[src/rtl/vga_timing_pkg.sv]
// vga_timing_pkg: 640x480 VGA timing constants and lock-state encoding,
// shared by the sync generator and the receive-side monitor.
package vga_timing_pkg;
    localparam int H_TOTAL = 800;
    localparam int V_TOTAL = 521;
    localparam int H_SYNC = 96;
    localparam int V_SYNC = 2;
    localparam int CW = 10;

    typedef enum logic [1:0] {
        SEARCH = 2'd0,
        COUNT = 2'd1,
        LOCKED = 2'd2
    } lock_state_t;

    function automatic logic [CW-1:0] sat_inc(input logic [CW-1:0] v);
        return &v ? v : v + 1'b1;
    endfunction
endpackage

[src/rtl/vga_sync_monitor_if.sv]
// vga_sync_monitor_if: video pins, probe coordinate and monitor status bundle.
interface vga_sync_monitor_if;
    logic hsync_in;
    logic vsync_in;
    logic [2:0] red_in;
    logic [2:0] green_in;
    logic [1:0] blue_in;
    logic [vga_timing_pkg::CW-1:0] probe_x;
    logic [vga_timing_pkg::CW-1:0] probe_y;
    logic [vga_timing_pkg::CW-1:0] col;
    logic [vga_timing_pkg::CW-1:0] row;
    logic locked;
    logic line_err;
    logic frame_err;
    logic frame_done;
    logic [7:0] probe_pixel;
    logic probe_valid;

    modport master (
        output hsync_in, vsync_in, red_in, green_in, blue_in, probe_x, probe_y,
        input col, row, locked, line_err, frame_err, frame_done, probe_pixel, probe_valid
    );
    modport slave (
        input hsync_in, vsync_in, red_in, green_in, blue_in, probe_x, probe_y,
        output col, row, locked, line_err, frame_err, frame_done, probe_pixel, probe_valid
    );
endinterface

[src/rtl/sync_edge_det.sv]
// sync_edge_det: registers an active-low sync pin (idle high) and flags its edges
// against the live pin, so the strobe lines up with the cycle the sample is taken.
module sync_edge_det (
    input  logic app_clk,
    input  logic app_arst_n,
    input  logic sync_in,
    output logic fall,
    output logic rise
);
    logic sync_q;

    always_ff @(posedge app_clk or negedge app_arst_n)
        if (!app_arst_n) sync_q <= 1'b1;
        else sync_q <= sync_in;

    assign fall = sync_q & ~sync_in;
    assign rise = ~sync_q & sync_in;
endmodule

[src/rtl/vga_sync_monitor.sv]
// vga_sync_monitor: reconstructs column/row from VGA syncs, checks line and frame
// timing, tracks lock and captures the pixel at a probe coordinate.
module vga_sync_monitor #(
    parameter int H_TOTAL = vga_timing_pkg::H_TOTAL,
    parameter int V_TOTAL = vga_timing_pkg::V_TOTAL,
    parameter int H_SYNC = vga_timing_pkg::H_SYNC,
    parameter int V_SYNC = vga_timing_pkg::V_SYNC,
    parameter int LOCK_FRAMES = 2
) (
    input logic app_clk,
    input logic app_arst_n,
    vga_sync_monitor_if.slave vid
);
    import vga_timing_pkg::*;

    localparam logic [CW-1:0] H_LAST = CW'(H_TOTAL - 1);
    localparam logic [CW-1:0] HS_LAST = CW'(H_SYNC - 1);
    localparam logic [CW-1:0] V_LAST = CW'(V_TOTAL - 1);
    localparam logic [CW-1:0] VS_LAST = CW'(V_SYNC - 1);
    localparam logic [CW-1:0] PRE_SAT = CW'(2 ** CW - 2);
    localparam logic [3:0] LOCK_N = 4'(LOCK_FRAMES);

    logic h_fall, h_rise, v_fall, v_rise;
    logic h_err, v_err, probe_hit;
    logic h_seen, v_seen, v_fall_q, probe_done;
    logic [7:0] pix_q;
    logic [CW-1:0] col, row;
    logic [3:0] good_cnt;
    lock_state_t state;

    sync_edge_det u_hs (.app_clk(app_clk), .app_arst_n(app_arst_n), .sync_in(vid.hsync_in), .fall(h_fall), .rise(h_rise));
    sync_edge_det u_vs (.app_clk(app_clk), .app_arst_n(app_arst_n), .sync_in(vid.vsync_in), .fall(v_fall), .rise(v_rise));

    // Saturation is flagged on the step into the top value, so it reports once.
    assign h_err = h_seen & (h_fall & (col != H_LAST) | h_rise & (col != HS_LAST) | ~h_fall & (col == PRE_SAT));
    assign v_err = v_seen & ((v_fall | v_rise) & ~h_fall | v_fall & (row != V_LAST) | v_rise & (row != VS_LAST)
                   | h_fall & ~v_fall & (row == PRE_SAT));
    assign probe_hit = ~probe_done & (col == vid.probe_x) & (row == vid.probe_y);
    assign vid.col = col;
    assign vid.row = row;

    always_ff @(posedge app_clk or negedge app_arst_n) begin
        if (!app_arst_n) begin
            pix_q <= '0;
            col <= '0;
            row <= '0;
            h_seen <= 1'b0;
            v_seen <= 1'b0;
            v_fall_q <= 1'b0;
            probe_done <= 1'b0;
            vid.line_err <= 1'b0;
            vid.frame_err <= 1'b0;
            vid.frame_done <= 1'b0;
            vid.probe_valid <= 1'b0;
            vid.probe_pixel <= '0;
        end else begin
            pix_q <= {vid.red_in, vid.green_in, vid.blue_in};
            col <= h_fall ? '0 : sat_inc(col);
            row <= h_fall ? (v_fall ? '0 : sat_inc(row)) : row;
            h_seen <= ~(h_err | v_err) & (h_seen | h_fall);
            v_seen <= ~(h_err | v_err) & (v_seen | v_fall);
            v_fall_q <= v_fall;
            probe_done <= ~v_fall & (probe_done | probe_hit);
            vid.line_err <= h_err;
            vid.frame_err <= v_err;
            vid.frame_done <= v_fall & v_seen;
            vid.probe_valid <= probe_hit;
            vid.probe_pixel <= probe_hit ? pix_q : vid.probe_pixel;
        end
    end

    // Lock follows the registered pulses, so an error aligned with v_fall wins.
    always_ff @(posedge app_clk or negedge app_arst_n) begin
        if (!app_arst_n) begin
            state <= SEARCH;
            good_cnt <= '0;
            vid.locked <= 1'b0;
        end else if (vid.line_err | vid.frame_err) begin
            state <= SEARCH;
            good_cnt <= '0;
            vid.locked <= 1'b0;
        end else if (v_fall_q) begin
            case (state)
                SEARCH: begin
                    state <= COUNT;
                    good_cnt <= '0;
                end
                COUNT: begin
                    good_cnt <= good_cnt + 4'd1;
                    if (good_cnt + 4'd1 == LOCK_N) begin
                        state <= LOCKED;
                        vid.locked <= 1'b1;
                    end
                end
                default: ;
            endcase
        end
    end
endmodule
[src/flat_wrapper.sv]
// flat-port wrapper written by rule: the top's interface ports become plain ports
module vga_sync_monitor_flat import vga_timing_pkg::*;
#(
    parameter int H_TOTAL = vga_timing_pkg::H_TOTAL,
    parameter int V_TOTAL = vga_timing_pkg::V_TOTAL,
    parameter int H_SYNC = vga_timing_pkg::H_SYNC,
    parameter int V_SYNC = vga_timing_pkg::V_SYNC,
    parameter int LOCK_FRAMES = 2
)
  (app_clk, app_arst_n, vid_hsync_in, vid_vsync_in, vid_red_in, vid_green_in, vid_blue_in, vid_probe_x, vid_probe_y, vid_col, vid_row, vid_locked, vid_line_err, vid_frame_err, vid_frame_done, vid_probe_pixel, vid_probe_valid);
  vga_sync_monitor_if vid_i ();
  input logic app_clk;
  input logic app_arst_n;
  input wire logic [$bits(vid_i.hsync_in)-1:0] vid_hsync_in;
  input wire logic [$bits(vid_i.vsync_in)-1:0] vid_vsync_in;
  input wire logic [$bits(vid_i.red_in)-1:0] vid_red_in;
  input wire logic [$bits(vid_i.green_in)-1:0] vid_green_in;
  input wire logic [$bits(vid_i.blue_in)-1:0] vid_blue_in;
  input wire logic [$bits(vid_i.probe_x)-1:0] vid_probe_x;
  input wire logic [$bits(vid_i.probe_y)-1:0] vid_probe_y;
  output wire logic [$bits(vid_i.col)-1:0] vid_col;
  output wire logic [$bits(vid_i.row)-1:0] vid_row;
  output wire logic [$bits(vid_i.locked)-1:0] vid_locked;
  output wire logic [$bits(vid_i.line_err)-1:0] vid_line_err;
  output wire logic [$bits(vid_i.frame_err)-1:0] vid_frame_err;
  output wire logic [$bits(vid_i.frame_done)-1:0] vid_frame_done;
  output wire logic [$bits(vid_i.probe_pixel)-1:0] vid_probe_pixel;
  output wire logic [$bits(vid_i.probe_valid)-1:0] vid_probe_valid;
  assign vid_i.hsync_in = vid_hsync_in;
  assign vid_i.vsync_in = vid_vsync_in;
  assign vid_i.red_in = vid_red_in;
  assign vid_i.green_in = vid_green_in;
  assign vid_i.blue_in = vid_blue_in;
  assign vid_i.probe_x = vid_probe_x;
  assign vid_i.probe_y = vid_probe_y;
  assign vid_col = vid_i.col;
  assign vid_row = vid_i.row;
  assign vid_locked = vid_i.locked;
  assign vid_line_err = vid_i.line_err;
  assign vid_frame_err = vid_i.frame_err;
  assign vid_frame_done = vid_i.frame_done;
  assign vid_probe_pixel = vid_i.probe_pixel;
  assign vid_probe_valid = vid_i.probe_valid;
  vga_sync_monitor #(.H_TOTAL(H_TOTAL), .V_TOTAL(V_TOTAL), .H_SYNC(H_SYNC), .V_SYNC(V_SYNC), .LOCK_FRAMES(LOCK_FRAMES)) u_core (.app_clk(app_clk), .app_arst_n(app_arst_n), .vid(vid_i));
endmodule
[config.mk]
export PLATFORM = sky130hd
export DESIGN_NAME = vga_sync_monitor_flat
export DESIGN_NICKNAME = d
export VERILOG_FILES = /design/src/rtl/vga_timing_pkg.sv /design/src/rtl/vga_sync_monitor_if.sv /design/src/rtl/sync_edge_det.sv /design/src/rtl/vga_sync_monitor.sv /design/src/flat_wrapper.sv
export SDC_FILE = /design/constraint.sdc
export NUM_CORES = 1
export LEC_CHECK = 0
export ABC_AREA = 1
export BUFFER_PORTS_ARGS = -buffer_cell sky130_fd_sc_hd__buf_4
export CAP_MARGIN = 30
export CORE_MARGIN = 10
export CORE_UTILIZATION = 58
export CTS_CLUSTER_SIZE = 40
export DETAILED_ROUTE_END_ITERATION = 10
export GPL_TIMING_DRIVEN = 0
export PLACE_DENSITY = 0.81
export SYNTH_ARGS = -nofsm -noshare
export SYNTH_HDL_FRONTEND = slang
export SYNTH_SLANG_ARGS = --single-unit
[constraint.sdc]
create_clock -name app_clk -period 4.1 [get_ports app_clk]
set_input_delay 0.41 -clock app_clk [delete_from_list [all_inputs] [get_ports app_clk]]
set_output_delay 0.41 -clock app_clk [all_outputs]
set_load 0.005 [all_outputs]
==> run metrics, run 1 <==
status=finished clean; CTS Buf Count=5; grt total ovfl=0; synthesized net count=403; most frequent cell after synthesis=nand2_1; CP top delay family=simple AND/OR/NAND/NOR gates; Buf/Inv on CP=1; Final Util=74.8%; critical path arrival=2080 ps; Mean Syn Cell Area=7.99 sq um; worst skew pair latency=300 ps; DP HPWL=5270 um; first-pass GRT wire length=11900 um; Reg clk slew, reported paths=90 ps; row count=25; Chip Width=90.5 um; crit path capture type=register; Post-CTS Setup Inserts=0; clk sinks=53; Final Hold Fails=0; slowest CP cell=dfrtp_1; Synth Instances=361; Rel. slew slack=55.8%; largest net degree at the start of global routing=54; number of DRC markers in iteration 0=87; setup TNS=0 ps; antenna violations before repair=0; leakage=1.86 nW; Max stage delay on crit path=460 ps; CP Launch Type=register; Max-Cap Viols=0; global-route usage over all layers=17.0%; Worst VDD drop=0.230 mV; Routed Antenna Nets=0; DR pass1 iterations=4; share of cells above drive strength 1=24.0%; Core Box Area=0.00479 sq mm; Vias/cell=5.16; number of port buffers=64; Final Instance Area=0.00358 sq mm; clock skew=10.3 ps; Synth Cell Area=0.00288 sq mm; CP cell instances=ha_1, inv_1, nor2_1, nand2_1, nor2_4, nor3_1, nand3_1, nand2_1, nor2_1; Final Cycle Share=46.0%; CTS Hold Bufs=0; clk buf depth=2; Seq/Total Area, Yosys=46.1%; I/O Pins=65; routability cong.=0.897; hold_ws=129 ps; Root Driver=clkbuf_8; Distinct cells, synth=36; Required @ worst endpoint=4300 ps; P&R area growth vs syn=24.2%; PnR Total Power=1.44 mW; die height=90.5 um; Final #Nets=474; FFs w/ async S/R, synth=100%; Final Critical Period=1880 ps; pins over their slew limit=0; Initial Util=60.2%; # setup viols final=0; Placement Cell Area=0.00345 sq mm; Synth area leader=dfrtp_1; die area=0.00819 sq mm; Setup Crit Path Kind=reg -> reg; H-Tree Depth=2; Yosys warnings=0; Yosys top cell area share=44.3%; CTS tree=yes; synth cell count leaders=97 x nand2_1, 51 x dfrtp_1, 38 x inv_1; Synth Register Bits=53; n_diodes=0; final routed DRC violation total=0; Power Density=402 mW/mm^2; fillcell total=380; number of global-route vias before repair=2650; EDFF count, synth=0; drt total wl=6860 um; Slew @ Worst Pin=664 ps; hold crit path type=in -> async; RSZ-0062 raised after global routing=no; vias=2578; Synth Flop Type=dfrtp_1; Synth area leaders=dfrtp_1 44%, nand2_1 13%, inv_1 4.9%, nor2_1 4.8%, o21ai_0 4.5%; Wirelength per Cell=13.7 um; worst-path fanout max=7; PostCTS Resize Cnt=0; Max Clock Freq=531 MHz
## cells in the final DEF (no fill, tap or decap), types with 2 or more instances in the layout
master and count:
a211oi_1 2, a21oi_1 3, a31oi_1 3, buf_4 66, bufinv_16 2, clkbuf_8 5
dfrtp_1 51, dfstp_2 2, ha_1 10, inv_1 38, inv_2 8, nand2_1 97
nand2_2 3, nand3_1 24, nand4_1 15, nor2_1 37, nor2_4 5, nor3_1 7
o21ai_0 26, o21ai_1 2, or2_2 2, xnor2_1 4, xor2_1 5
## area by class of cell
type,instances,area (sq um),area share [%]
inverters,48,183,5.10
repair buffers,64,480,13.4
flip-flops and latches,53,1330,37.1
multi-input cells,255,1340,37.3
clock buffers,5,68.8,1.92
plain buffers,5,35.0,0.978
well taps,67,83.8,2.34
clock inverters,3,65.1,1.82
## worst register-to-register path, cell delays in order, from the launching register on
cell and delay, ps:
dfrtp_1 460, ha_1 250, inv_1 80, nor2_1 90, nand2_1 160, nor2_4 60, nor3_1 370, nand3_1 180
nand2_1 90, nor2_1 40
## per-stage QoR
stage,instances,setup WS (ps)
after floorplan,361,2540
after global placement,492,2320
after detailed placement,492,2290
after CTS,500,2260
after global routing,500,2100
final,500,2220
## cells by family after synthesis
family,count (synthesis),share of synthesized area [%]
and+or+nand+nor,196,31.7
buffers and inverters,53,7.55
DFF,53,46.1
AOI/OAI and AO/OA,40,7.60
adders and majority gates,10,4.34
xor gates and xnor gates,9,2.73
## path summary, 6_finish.rpt
path	startpoint	endpoint	slack (ps)	depth (start not counted)
hold / removal	app_arst_n	u_core.vid.col[2]	130	1
max in group asynchronous	app_arst_n	u_core.vid.probe_pixel[2]	3520	1
setup reg to reg	u_core.vid.col[1]	u_core.vid.col[6]	2220	9
hold reg to reg	u_core.vid.probe_pixel[3]	u_core.vid.probe_pixel[3]	480	2
setup / recovery	u_core.vid.col[1]	u_core.vid.col[6]	2220	9
min in group app_clk	vid_blue_in[0]	u_core.pix_q[0]	200	1
## where the power goes
group / total (mW) / switching, mW / internal, mW / leakage [nW]
clock: 0.409 / 0.167 / 0.242 / 0.0681
combinational: 0.365 / 0.206 / 0.159 / 1.09
sequential: 0.666 / 0.0748 / 0.592 / 0.694
total: 1.44 / 0.447 / 0.993 / 1.86
## metal layers
layer,GRT usage [%],wire length (um),vias to the layer above
met3,4.57,399,12
li1,-,-,1309
met4,5.04,118,0
met1,21.2,3060,1181
met2,28.0,3290,76
met5,0,0,-
## registers in the layout, summed over array words and instances (netlist names), 2 cells and up
signal                  cells
u_core.vid.row             10
u_core.good_cnt             4
u_core.vid.col             10
u_core.pix_q                8
u_core.state                2
u_core.vid.probe_pixel      8
Power figures use the tool's default switching activity.
==> run 2: changes to the inputs <==
--- a/config.mk
+++ b/config.mk
@@ -5,15 +5,15 @@
 export SDC_FILE = /design/constraint.sdc
 export NUM_CORES = 1
 export LEC_CHECK = 0
-export ABC_AREA = 1
+export ABC_AREA = 0
 export BUFFER_PORTS_ARGS = -buffer_cell sky130_fd_sc_hd__buf_4
 export CAP_MARGIN = 30
 export CORE_MARGIN = 10
-export CORE_UTILIZATION = 58
+export CORE_UTILIZATION = 53
 export CTS_CLUSTER_SIZE = 40
 export DETAILED_ROUTE_END_ITERATION = 10
 export GPL_TIMING_DRIVEN = 0
-export PLACE_DENSITY = 0.81
+export PLACE_DENSITY = 0.75
 export SYNTH_ARGS = -nofsm -noshare
 export SYNTH_HDL_FRONTEND = slang
 export SYNTH_SLANG_ARGS = --single-unit
==> constraint.sdc (replaced) <==
create_clock -name app_clk -period 2 [get_ports app_clk]
set_input_delay 0.2 -clock app_clk [delete_from_list [all_inputs] [get_ports app_clk]]
set_output_delay 0.2 -clock app_clk [all_outputs]
set_load 0.005 [all_outputs]
==> run 2 against run 1 <==
The flow now finishes with violations (negative setup slack). Combinational power grew 82%. Via count is 14% lower. Clock power up 78%. Clock skew shrank 6.0 ps. Count of clock-buffer cells in the layout rose by 1. Sequential power up 100%. Utilization is 0.12 points lower. Synthesized area down 6.9%. Final cell count fell by 17%. Critical path depth is 3 lower. Global-route usage down 0.86 points.
==> run metrics, run 2 <==
Vias/cell=5.36 (+3.9%); hold path cells=1; Synth Area in XOR/XNOR=9.79% (+7.1 points); first-pass GRT wire length=11100 um (-6.3%); CP Launch Type=register; Max-Cap Viols=0 (unchanged); HP Start=vid_hsync_in; I/O Pins=65 (unchanged); setup TNS=-13.7 ps (-13.7 ps); share of cells above drive strength 1=34.9% (+11 points); DP HPWL=4620 um (-12%); final worst slack=-7.03 ps (-2220 ps); adder-cell area share of the yosys netlist=4.66% (+0.32 points); die area=0.00831 sq mm (+1.5%); global-route usage over all layers=16.1% (-0.86 points); RR Startpoint=u_core.vid.row[4]; largest net degree at the start of global routing=54 (unchanged); switching portion of total power=29.9% (-1.2 points); Yosys top cell area share=47.5% (+3.3 points); # setup viols final=3 (+3); H-Tree Depth=2 (unchanged); Synth Register Bits=53 (unchanged); Synth area leaders=dfrtp_1 48%, xor2_1 6.5%, ha_1 4.7%, nor2_1 3.8%, mux2_2 3.4%; DR pass1 iterations=4 (unchanged); RSZ-0062 raised after global routing=yes; final routed DRC violation total=0 (unchanged); worst skew pair latency=300 ps (about the same); clk sinks=53 (unchanged); NetSw=814 uW (+82%); row count=25 (unchanged); Worst VDD drop=0.445 mV (+93%); Chip Width=91.2 um (+0.75%); Final Cycle Share=100% (+54 points); most frequent cell after synthesis=dfrtp_1; P&R area growth vs syn=34.0%; hold crit path type=in -> reg; synth cell count leaders=51 x dfrtp_1, 27 x nor2_1, 20 x xor2_1; Reg clk slew, reported paths=90 ps (about the same); Synth Instances=258 (-29%); number of global-route vias before repair=2267 (-14%); FF-to-FF End=u_core.vid.probe_pixel[2]; Yosys warnings=0 (unchanged); largest family of logic cells by synthesized area=simple AND/OR/NAND/NOR gates; Synth Cell Area=0.00269 sq mm (-6.9%); Critical path origin=u_core.vid.row[4]; pins over their slew limit=0 (unchanged); Synth Area in Compound Gates=8.67% (+1.1 points); commonest non-fill, non-tap cells in the layout=80 x buf_4, 38 x dfrtp_1, 26 x nor2_1, 20 x xor2_1, 16 x nand2_1; antenna violations before repair=0 (unchanged); grt total ovfl=0 (unchanged); clock skew=4.30 ps (-6.02 ps); Core Box Area=0.00482 sq mm (+0.65%); CTS tree=yes; Root Driver=clkbuf_8; sequential share of power=48.9% (+2.6 points); simple-gate area share of the yosys netlist=19.5% (-12 points); FFs w/ async S/R, synth=100% (unchanged); reg2reg path depth=6 (-3); leakage=1.70 nW (-8.4%); power share of the combinational group=24.4% (-0.9 points); number of DRC markers in iteration 0=79 (-9.2%); Final #Nets=388 (-18%); top flop regs=u_core.vid.col: 10 flops, u_core.vid.row: 10 flops; Distinct cells, synth=44 (+22%); Seq/Total Area, Yosys=49.5% (+3.4 points); Final Critical Period=2010 ps (+122 ps); r2r setup slk=-7 ps (-2220 ps); worst-path fanout max=5 (-2); Required @ worst endpoint=2200 ps (-2100 ps); mux cell area share after synthesis=4.10% (+4.1 points); gr busiest metal=met2; Mean Syn Cell Area=10.4 sq um (+30%); die height=91.2 um (+0.75%); Setup Crit Path Kind=reg -> reg; Wirelength per Cell=16.0 um (+17%); Slew @ Worst Pin=653 ps (-10.9 ps); drt total wl=6640 um (-3.3%); status=finished with violations; EDFF count, synth=0 (unchanged); Initial Util=55.7% (-4.5 points); Rel. slew slack=56.5% (+0.73 points); GR met3 Demand/Resource=4.77% (+0.20 points); met1 global-route usage=19.9% (-1.3 points); crit path capture type=register; clock power share=26.7% (-1.7 points); Hold Path End=u_core.u_hs.sync_q; routability cong.=0.858 (-4.3%); number of port buffers=64 (unchanged); synthesized net count=300 (-26%); Synth area leader=dfrtp_1; Int Pwr=1.91 mW (+92%); vias=2218 (-14%); commonest non-fill, non-tap cell in the layout=buf_4; Max Clock Freq=498 MHz (-6.1%); Routed Antenna Nets=0 (unchanged); Power Density=757 mW/mm^2 (+88%); n_diodes=0 (unchanged); Synth Flop Type=dfrtp_1; PnR Total Power=2.72 mW (+89%); Final Hold Fails=0 (unchanged); GR Util met2=26.6% (-1.4 points); CTS Buf Count=5 (unchanged); violated checks=negative setup slack; clk buf depth=2 (unchanged); critical path arrival=2200 ps (+120 ps); hold_ws=19.7 ps (-110 ps)
run 2: cell types whose count changed after synthesis, moves of 10 or more:
cell     before  now
nand2_1      97   16
inv_1        38   12
o21ai_0      26    4
nand3_1      24    5
xor2_1        5   20
nor2_1       37   27
run 2: area by class of cell:
type                            count  area (sq um)
Sequential cell                    53          1350
Fill cell                         361          1220
Clock inverter                      2          38.8
Tap cell                           67          83.8
Timing Repair Buffer               91           712
Clock buffer                        6          72.6
Inverter                           12          45.0
Buffer                              2          7.51
Multi-Input combinational cell    181          1290
run 2: how the worst max path moves through the flow:
stage | endpoint | slack [ps] | cells past startpoint
detailed placement | u_core.vid.probe_pixel[2] | -340 | 6
global placement | u_core.vid.probe_pixel[1] | -320 | 6
floorplan | u_core.vid.probe_pixel[0] | 20 | 6
CTS | u_core.vid.probe_pixel[7] | -140 | 6
global route | u_core.vid.probe_pixel[4] | -130 | 6
finish | u_core.vid.probe_pixel[2] | -7 | 6
run 2: per-stage QoR:
step | area, sq um | setup WS (ps) | util [%] | cells
3_5_place_dp | 3250 | -338 | 67.5 | 389
3_3_place_gp | 3250 | -325 | 67.5 | 389
4_1_cts | 3550 | -136 | 73.7 | 412
5_1_grt | 3600 | -131 | 74.7 | 414
6_report | 3600 | -7.03 | 74.7 | 414
2_1_floorplan | 2690 | 16.6 | - | 258
run 2: kinds of logic after synthesis:
group | after synthesis
AOI/OAI and AO/OA | 34
xor gates and xnor gates | 30
adders and majority gates | 10
buffers and inverters | 24
DFF | 53
muxes | 10
and+or+nand+nor | 97
run 2: power groups by stage:
stage / combinational (mW) / clock, mW / sequential (mW)
detailed placement: 0.639 / 0 / 1.33
global placement: 0.623 / 0 / 1.33
finish: 0.663 / 0.727 / 1.33
floorplan: 0.368 / 0 / 1.31
CTS: 0.675 / 0.743 / 1.32
global route: 0.745 / 0.787 / 1.35
run 2: timing repair:
item	4_1_cts	5_1_grt
buffers inserted	14	2
hold buffers	9	1
hold endpoints to repair	59	1
cloned	1	0
gates resized for setup	18	7
setup endpoints to repair	17	13
pin swaps	6	2
run 2: worst max-delay path, cell delays in order (launching register included):
cell,delay (ps)
dfrtp_2,430
xor2_1,140
nor4_1,300
nand4_1,230
nor4_4,270
buf_6,190
mux2_2,330
run 2: routing by layer:
layer	up-vias	share of wire [%]
li1	1075	-
met1	1057	45
met2	77	48
met3	9	6.1
met4	0	1.3
met5	-	0
